==> config.mk <==
export PLATFORM = sky130hd
export DESIGN_NAME = regfile_wb_arbiter_flat
export DESIGN_NICKNAME = d
export VERILOG_FILES = /design/src/rtl/regfile_wb_arbiter_if.sv /design/src/rtl/regfile_wb_arbiter.sv /design/src/flat_wrapper.sv
export SDC_FILE = /design/constraint.sdc
export NUM_CORES = 1
export LEC_CHECK = 0
export CORE_MARGIN = 2
export CORE_UTILIZATION = 40
export CTS_CLUSTER_DIAMETER = 200
export DETAILED_ROUTE_END_ITERATION = 6
export DONT_BUFFER_PORTS = 1
export PLACE_DENSITY = 0.61
export SLEW_MARGIN = 10
export SYNTH_ARGS = -nofsm -noshare
export SYNTH_HDL_FRONTEND = slang
export SYNTH_SLANG_ARGS = --single-unit
==> constraint.sdc <==
create_clock -name clk -period 4.54 [get_ports clk]
set_input_delay 0.454 -clock clk [delete_from_list [all_inputs] [get_ports clk]]
set_output_delay 0.454 -clock clk [all_outputs]
set_load 0.01 [all_outputs]
==> src/rtl/regfile_wb_arbiter_if.sv <==
`default_nettype none
// ============================================================================
//  Module   : regfile_wb_arbiter_if
//  Purpose  : Issue, EX/LD writeback, operand query and RF write-port bundle.
//  Revision : 1.0 - initial release
// ============================================================================
interface regfile_wb_arbiter_if #(
    parameter int ADDR_WIDTH = 5,
    parameter int DATA_WIDTH = 32
) ();
    logic                  iss_valid;
    logic [ADDR_WIDTH-1:0] iss_addr;
    logic                  iss_ready;
    logic                  ex_valid;
    logic [ADDR_WIDTH-1:0] ex_addr;
    logic [DATA_WIDTH-1:0] ex_data;
    logic                  ex_ready;
    logic                  ld_valid;
    logic [ADDR_WIDTH-1:0] ld_addr;
    logic [DATA_WIDTH-1:0] ld_data;
    logic                  ld_ready;
    logic [ADDR_WIDTH-1:0] ra;
    logic [ADDR_WIDTH-1:0] rb;
    logic                  ra_busy;
    logic                  rb_busy;
    logic                  rf_wen;
    logic [ADDR_WIDTH-1:0] rf_waddr;
    logic [DATA_WIDTH-1:0] rf_wdata;
    logic                  err;

    modport master (
        output iss_valid, iss_addr, ex_valid, ex_addr, ex_data,
               ld_valid, ld_addr, ld_data, ra, rb,
        input  iss_ready, ex_ready, ld_ready, ra_busy, rb_busy,
               rf_wen, rf_waddr, rf_wdata, err
    );

    modport slave (
        input  iss_valid, iss_addr, ex_valid, ex_addr, ex_data,
               ld_valid, ld_addr, ld_data, ra, rb,
        output iss_ready, ex_ready, ld_ready, ra_busy, rb_busy,
               rf_wen, rf_waddr, rf_wdata, err
    );
endinterface
`default_nettype wire

==> src/rtl/regfile_wb_arbiter.sv <==
`default_nettype none
// ============================================================================
//  Module   : regfile_wb_arbiter
//  Purpose  : Round-robin EX/LD arbitration onto the RF write port with a
//             per-register pending-write scoreboard for RAW detection.
//  Revision : 1.0 - initial release
// ============================================================================
module regfile_wb_arbiter #(
    parameter int ADDR_WIDTH = 5,
    parameter int DATA_WIDTH = 32,
    parameter int CNT_WIDTH  = 2
) (
    input  wire logic            clk,
    input  wire logic            rstn,
    regfile_wb_arbiter_if.slave  bus
);
    localparam int                    c_NUM_REGS = 2 ** ADDR_WIDTH;
    localparam logic [CNT_WIDTH-1:0]  c_CNT_MAX  = '1;
    localparam logic [CNT_WIDTH-1:0]  c_CNT_ZERO = '0;
    localparam logic [ADDR_WIDTH-1:0] c_X0       = '0;

    typedef enum logic [0:0] {
        PTR_EX = 1'b0,
        PTR_LD = 1'b1
    } ptr_t;

    ptr_t                  r_ptr;
    logic [CNT_WIDTH-1:0]  r_cnt [c_NUM_REGS];
    logic                  r_rf_wen;
    logic [ADDR_WIDTH-1:0] r_rf_waddr;
    logic [DATA_WIDTH-1:0] r_rf_wdata;
    logic                  r_err;

    logic                  w_ex_grant;
    logic                  w_ld_grant;
    logic                  w_wb_fire;
    logic [ADDR_WIDTH-1:0] w_wb_addr;
    logic [DATA_WIDTH-1:0] w_wb_data;
    logic                  w_wb_counts;
    logic                  w_iss_ready;
    logic                  w_iss_counts;
    logic                  w_same;
    logic                  w_underflow;

    // The pointer only breaks ties; a lone requester is always granted.
    assign w_ex_grant = rstn && bus.ex_valid && (!bus.ld_valid || (r_ptr == PTR_EX));
    assign w_ld_grant = rstn && bus.ld_valid && (!bus.ex_valid || (r_ptr == PTR_LD));
    assign w_wb_fire  = w_ex_grant || w_ld_grant;
    assign w_wb_addr  = w_ex_grant ? bus.ex_addr : bus.ld_addr;
    assign w_wb_data  = w_ex_grant ? bus.ex_data : bus.ld_data;

    // x0 never takes part in the scoreboard, so it can neither block nor underflow.
    assign w_wb_counts  = w_wb_fire && (w_wb_addr != c_X0);
    assign w_iss_ready  = rstn && ((bus.iss_addr == c_X0)
                                   || (r_cnt[bus.iss_addr] != c_CNT_MAX)
                                   || (w_wb_counts && (w_wb_addr == bus.iss_addr)));
    assign w_iss_counts = bus.iss_valid && w_iss_ready && (bus.iss_addr != c_X0);
    assign w_same       = w_iss_counts && w_wb_counts && (bus.iss_addr == w_wb_addr);
    assign w_underflow  = w_wb_counts && !w_same && (r_cnt[w_wb_addr] == c_CNT_ZERO);

    always_ff @(posedge clk) begin
        if (!rstn) begin
            for (int i = 0; i < c_NUM_REGS; i++) begin
                r_cnt[i] <= c_CNT_ZERO;
            end
            r_ptr      <= PTR_EX;
            r_rf_wen   <= 1'b0;
            r_rf_waddr <= '0;
            r_rf_wdata <= '0;
            r_err      <= 1'b0;
        end else begin
            // When both hit the same register they cancel; otherwise the addresses differ.
            if (w_iss_counts && !w_same) begin
                r_cnt[bus.iss_addr] <= r_cnt[bus.iss_addr] + 1'b1;
            end
            if (w_wb_counts && !w_same && !w_underflow) begin
                r_cnt[w_wb_addr] <= r_cnt[w_wb_addr] - 1'b1;
            end
            if (w_underflow) begin
                r_err <= 1'b1;
            end
            if (w_wb_fire) begin
                r_ptr      <= w_ex_grant ? PTR_LD : PTR_EX;
                r_rf_waddr <= w_wb_addr;
                r_rf_wdata <= w_wb_data;
            end
            r_rf_wen <= w_wb_counts;
        end
    end

    // A register stays busy while its result sits in the write stage.
    assign bus.ra_busy = (bus.ra != c_X0)
                         && ((r_cnt[bus.ra] != c_CNT_ZERO) || (r_rf_wen && (r_rf_waddr == bus.ra)));
    assign bus.rb_busy = (bus.rb != c_X0)
                         && ((r_cnt[bus.rb] != c_CNT_ZERO) || (r_rf_wen && (r_rf_waddr == bus.rb)));

    assign bus.iss_ready = w_iss_ready;
    assign bus.ex_ready  = w_ex_grant;
    assign bus.ld_ready  = w_ld_grant;
    assign bus.rf_wen    = r_rf_wen;
    assign bus.rf_waddr  = r_rf_waddr;
    assign bus.rf_wdata  = r_rf_wdata;
    assign bus.err       = r_err;
endmodule
`default_nettype wire

==> src/flat_wrapper.sv <==
// flat-port wrapper written by rule: the top's interface ports become plain ports
module regfile_wb_arbiter_flat 
#(
    parameter int ADDR_WIDTH = 5,
    parameter int DATA_WIDTH = 32,
    parameter int CNT_WIDTH  = 2
)
  (clk, rstn, bus_iss_valid, bus_iss_addr, bus_ex_valid, bus_ex_addr, bus_ex_data, bus_ld_valid, bus_ld_addr, bus_ld_data, bus_ra, bus_rb, bus_iss_ready, bus_ex_ready, bus_ld_ready, bus_ra_busy, bus_rb_busy, bus_rf_wen, bus_rf_waddr, bus_rf_wdata, bus_err);
  regfile_wb_arbiter_if #(.ADDR_WIDTH(ADDR_WIDTH), .DATA_WIDTH(DATA_WIDTH)) bus_i ();
  input  wire logic clk;
  input  wire logic rstn;
  input wire logic [$bits(bus_i.iss_valid)-1:0] bus_iss_valid;
  input wire logic [$bits(bus_i.iss_addr)-1:0] bus_iss_addr;
  input wire logic [$bits(bus_i.ex_valid)-1:0] bus_ex_valid;
  input wire logic [$bits(bus_i.ex_addr)-1:0] bus_ex_addr;
  input wire logic [$bits(bus_i.ex_data)-1:0] bus_ex_data;
  input wire logic [$bits(bus_i.ld_valid)-1:0] bus_ld_valid;
  input wire logic [$bits(bus_i.ld_addr)-1:0] bus_ld_addr;
  input wire logic [$bits(bus_i.ld_data)-1:0] bus_ld_data;
  input wire logic [$bits(bus_i.ra)-1:0] bus_ra;
  input wire logic [$bits(bus_i.rb)-1:0] bus_rb;
  output wire logic [$bits(bus_i.iss_ready)-1:0] bus_iss_ready;
  output wire logic [$bits(bus_i.ex_ready)-1:0] bus_ex_ready;
  output wire logic [$bits(bus_i.ld_ready)-1:0] bus_ld_ready;
  output wire logic [$bits(bus_i.ra_busy)-1:0] bus_ra_busy;
  output wire logic [$bits(bus_i.rb_busy)-1:0] bus_rb_busy;
  output wire logic [$bits(bus_i.rf_wen)-1:0] bus_rf_wen;
  output wire logic [$bits(bus_i.rf_waddr)-1:0] bus_rf_waddr;
  output wire logic [$bits(bus_i.rf_wdata)-1:0] bus_rf_wdata;
  output wire logic [$bits(bus_i.err)-1:0] bus_err;
  assign bus_i.iss_valid = bus_iss_valid;
  assign bus_i.iss_addr = bus_iss_addr;
  assign bus_i.ex_valid = bus_ex_valid;
  assign bus_i.ex_addr = bus_ex_addr;
  assign bus_i.ex_data = bus_ex_data;
  assign bus_i.ld_valid = bus_ld_valid;
  assign bus_i.ld_addr = bus_ld_addr;
  assign bus_i.ld_data = bus_ld_data;
  assign bus_i.ra = bus_ra;
  assign bus_i.rb = bus_rb;
  assign bus_iss_ready = bus_i.iss_ready;
  assign bus_ex_ready = bus_i.ex_ready;
  assign bus_ld_ready = bus_i.ld_ready;
  assign bus_ra_busy = bus_i.ra_busy;
  assign bus_rb_busy = bus_i.rb_busy;
  assign bus_rf_wen = bus_i.rf_wen;
  assign bus_rf_waddr = bus_i.rf_waddr;
  assign bus_rf_wdata = bus_i.rf_wdata;
  assign bus_err = bus_i.err;
  regfile_wb_arbiter #(.ADDR_WIDTH(ADDR_WIDTH), .DATA_WIDTH(DATA_WIDTH), .CNT_WIDTH(CNT_WIDTH)) u_core (.clk(clk), .rstn(rstn), .bus(bus_i));
endmodule
**Yosys cells after proc, flatten, opt, wreduce, memory -nomap -nowiden**

Memories as Yosys holds them, arrays and structs flattened.
Cells that the tools add are included.

- Register bits after elaboration: 40
- Memories: 1
- Memory bits (writable): 64

Memories:

| memory | depth | bits a word | read ports | clocked after memory_dff | write ports | RTL line | text |
|---|---|---|---|---|---|---|---|
| u_core.r_cnt | 32 | 2 | 4 | 0 | 32 | regfile_wb_arbiter.sv:28 | `logic [CNT_WIDTH-1:0] r_cnt [c_NUM_REGS];` |

- Equal/unequal tests: 5
- Bitwise operators: 1
- Reductions and logical operators: 40
- Multiplexer cells: 16
- Add/subtract/negate cells: 2

Operators with widths:

| cell | count |
|---|---|
| $mux 32 | 1 |
| $eq 5x5->1 | 4 |
| $reduce_bool 5->1 | 4 |
| $logic_and 1x1->1 | 19 |
| $mux 5 | 3 |
| $mux 1 | 10 |
| $logic_or 1x1->1 | 7 |
| $logic_not 5->1 | 1 |
| $logic_not 1->1 | 4 |
| $mux 2 | 2 |
| $reduce_bool 2->1 | 2 |
| $reduce_or 2->1 | 2 |
| $add 2x1->2 const B | 1 |
| $logic_not 2->1 | 1 |
| $ne 2x2->1 const B | 1 |
| $sub 2x1->2 const B | 1 |
| $not 1->1 | 1 |

**Depth between registers and ports, before layout**

- Depth in word-level cells: 23
- Depth in mapped cells: 17

**Worst setup path before layout**

OpenSTA, ideal clock, no wires.

- Kind: input to register
- Start: input bus_iss_addr[0]
- End: memory u_core.r_cnt[1][0] (enable)
- Setup slack: 0.669 ns
- Arrival time: 3.544 ns
- Stages on the path: 11
- Setup time: 0.327 ns
- Buffers on the path: 4
- Cells stage by stage: clkbuf_1 clkbuf_1 clkbuf_1 mux4_2 a22oi_1 nand4_1 ha_1 nor2_1 nand4_1 clkbuf_1 o221ai_1

RTL lines:

| element | RTL line | text |
|---|---|---|
| from (decl) | flat_wrapper.sv:13 | `input wire logic [$bits(bus_i.iss_addr)-1:0] bus_iss_addr;` |
| to (decl) | regfile_wb_arbiter.sv:28 |  |

==> reports/qor.csv <==
stage;metric;value;unit
power_and_ir_drop;power.total;2.464;mW
finish;final_common_cell;nor2_1;
timing;drv_slew;0;
yosys;synth_area;7039;sq um
setup_path;end_kind;flip-flop;
power_and_ir_drop;netSwitchingFraction;32.06;%
cts;cts_made_buffers;9;
cts;cts-resized-gates;0;
timing;final_hold_viol_count;0;
floorplan;start_util;40.84;%
timing;clock_skew;8.478;ps
hold_path;min_path_type;input port to flip-flop;
job;max_cap_violations;0;
placement;hpwl;17480;microns
power_and_ir_drop;switchingPower;0.7900;mW
setup_path;required;4630;ps
floorplan;fp.dieH;136.7;microns
power_and_ir_drop;p_comb_share;19.6;%
timing;period_minus_slack;4109;ps
power_and_ir_drop;seqPwrFrac;46.2;%
yosys;synth.distinct_cells;52;
global_route;antenna_found_initial;0;
timing;finalWorstSetupSlack;430.6;ps
finish;antennaDiodeCount;0;
route;wl_per_cell;26.47;microns
cts;clk_latency;370;ps
yosys;async_reset_ff_share;0;%
placement;place_ws;262.5;ps
timing;min_period_over_period;90.51;%
timing;relSlewSlack;33.02;%
floorplan;die_w;136.7;microns
yosys;syn_inst;729;
timing;setup_viol;0;
global_route;grt_max_degree;71;
timing;rsz0062_at_grt;no;
route;ant_nets;0;
finish;fin_nets;783;
global_route;overflow;0;
setup_path;slowest_delay;530;ps
cts;holdBufCountCts;0;
yosys;synth.avg_cell_area;9.656;sq um
cts;cts-root-buf;clkbuf_16;
setup_path;path_class;flip-flop to flip-flop;
setup_path;path_buf_inv;2;
route;via_count;6540;
yosys;synth_enable_flop_cells;64;
route;drc;0;
yosys;synth_flop_cell;edfxtp_1;
floorplan;fp-row-count;48;
yosys;yosysWarningCount;0;
timing;tns;0;ps
placement;place_congestion;0.9385;
cts;clock_path_buffers;2;
setup_path;worstSetupStartpointType;flip-flop;
setup_path;cp_slowest_cell;mux4_2;
setup_path;cp_top_family;simple AND/OR/NAND/NOR gates;
route;drt-initial-drc-count;740;
floorplan;die-area;18670;sq um
cts;cts_tree;done;
floorplan;io_pins;138;
cts;postCtsSetupBuffers;0;
power_and_ir_drop;power_density;329.5;nW/um^2
timing;fmax;243.3;MHz
route;routed_wl;24270;microns
placement;placedCellCount;901;
setup_path;cp_max_fo;24;
cts;clk_pin_slew;80;ps
cts;cts-htree-levels;3;
floorplan;core_area;17240;sq um
setup_path;cp_cell_sequence;nand2_1 -> nand3_1 -> nand2_1 -> buf_4 -> mux4_2 -> nor2b_1 -> a31oi_1 -> and4_1 -> ha_1 -> nor4_1 -> o21ai_1 -> buf_4 -> o221ai_1;
finish;instances_no_fill;917;
setup_path;cp.arrival;4200;ps
yosys;synth_seq_area_share;38.68;%
finish;fin_util;43.38;%
cts;clock_sinks;104;
power_and_ir_drop;peakVddDrop;0.1909;mV
route;post_drt_via_cell_ratio;7.132;
global_route;grtUsageTotal;25.21;%
power_and_ir_drop;clock_power_share;34.2;%
outcome;status;finished, final reports clean;
finish;layout-drive-gt1-share;14.16;%
placement;port_buffers;0;
global_route;grt_pass1_wl;35260;microns
yosys;ys_seq_elements;104;
power_and_ir_drop;power.leakage;2.346;nW
route;drt_first_pass_iters;7;
finish;area_delta_synth_final;6.221;%
finish;mostFrequentLayoutCells;74 x nor2_1, 64 x edfxtp_1, 54 x o22ai_1;
timing;worst_pin_slew;1002;ps
power_and_ir_drop;p_int;1.674;mW
global_route;grt_pass1_vias;6026;
finish;fill_cells;1620;
cells by family (layout without fill, tap and decap cells):
family / count (synthesis) / count (layout) / share of synthesized area [%]
AOI/OAI and AO/OA: 259 / 259 / 25.95
and+or+nand+nor: 227 / 227 / 16.09
DFF: 104 / 104 / 38.68
buffers and inverters: 85 / 47 / 5.226
muxes: 40 / 40 / 12.28
xor gates and xnor gates: 11 / 11 / 1.369
adders and majority gates: 2 / 2 / 0.3554
other: 1 / 2 / 0.05327
metal layers:
metal | up-vias | track usage (%) | routed length [microns]
met4 | 2 | 9.259 | 753
met1 | 3196 | 33.12 | 9350
met5 | - | 0 | 20
li1 | 2863 | - | -
met3 | 48 | 6.889 | 2842
met2 | 431 | 39.81 | 11310
stage by stage:
step	area [sq um]	hold WS (ps)
2_1_floorplan	7043	466.0
3_3_place_gp	7162	480.5
3_5_place_dp	7162	496.3
4_1_cts	7477	216.8
5_1_grt	7477	217.0
6_report	7477	231.4
sequential cells by signal (all words and copies together) (netlist names):
name	cells
u_core.r_cnt	64
u_core.bus.err	1
u_core.r_ptr	1
u_core.bus.rf_waddr	5
u_core.bus.rf_wen	1
u_core.bus.rf_wdata	32
worst paths after layout:
| kind | startpoint | slack, ps | to | cells after the start |
|---|---|---|---|---|
| worst max register to register | u_core.r_ptr | 430 | u_core.r_cnt[14][1] | 13 |
| worst min register to register | u_core.r_ptr | 510 | u_core.r_ptr | 2 |
| worst max-delay path | u_core.r_ptr | 430 | u_core.r_cnt[14][1] | 13 |
| worst min-delay path | rstn | 230 | u_core.bus.rf_wdata[8] | 2 |
synth_stat cells, drive strengths merged (8+ instances only):
library cell / instances / area share [%]
nor2: 75 / 4.0
edfxtp: 64 / 27
clkbuf: 62 / 3.3
o22ai: 54 / 4.8
o32ai: 49 / 6.2
o21ai: 41 / 2.9
dfxtp: 40 / 11
mux4: 37 / 12
nand2: 36 / 2.0
o221ai: 31 / 3.9
a21oi: 24 / 1.7
a211oi: 22 / 2.3
nor3: 21 / 1.5
a22oi: 18 / 1.9
nand2b: 17 / 1.5
nand3: 16 / 1.1
buf: 15 / 1.5
or2: 15 / 1.3
and3: 9 / 0.80
inv: 8 / 0.43
xor2: 8 / 1.0
power groups by stage:
| stage | clock, mW | sequential (mW) | combinational (mW) |
|---|---|---|---|
| 2_1_floorplan | 0 | 1.13 | 0.397 |
| 3_3_place_gp | 0 | 1.16 | 0.462 |
| 3_5_place_dp | 0 | 1.16 | 0.475 |
| 4_1_cts | 0.842 | 1.14 | 0.477 |
| 5_1_grt | 0.879 | 1.14 | 0.518 |
| 6_report | 0.843 | 1.14 | 0.483 |
layout make-up:
cell class,instances,area [sq um],share of cell area [%]
well taps,225,281.5,3.765
clock buffers,10,250.2,3.347
clock inverters,6,65.06,0.8701
multi-input cells,541,3955,52.89
flip-flops and latches,104,2723,36.41
repair buffers,23,172.7,2.309
inverters,8,30.03,0.4016
(Power assumes the default switching activity.)
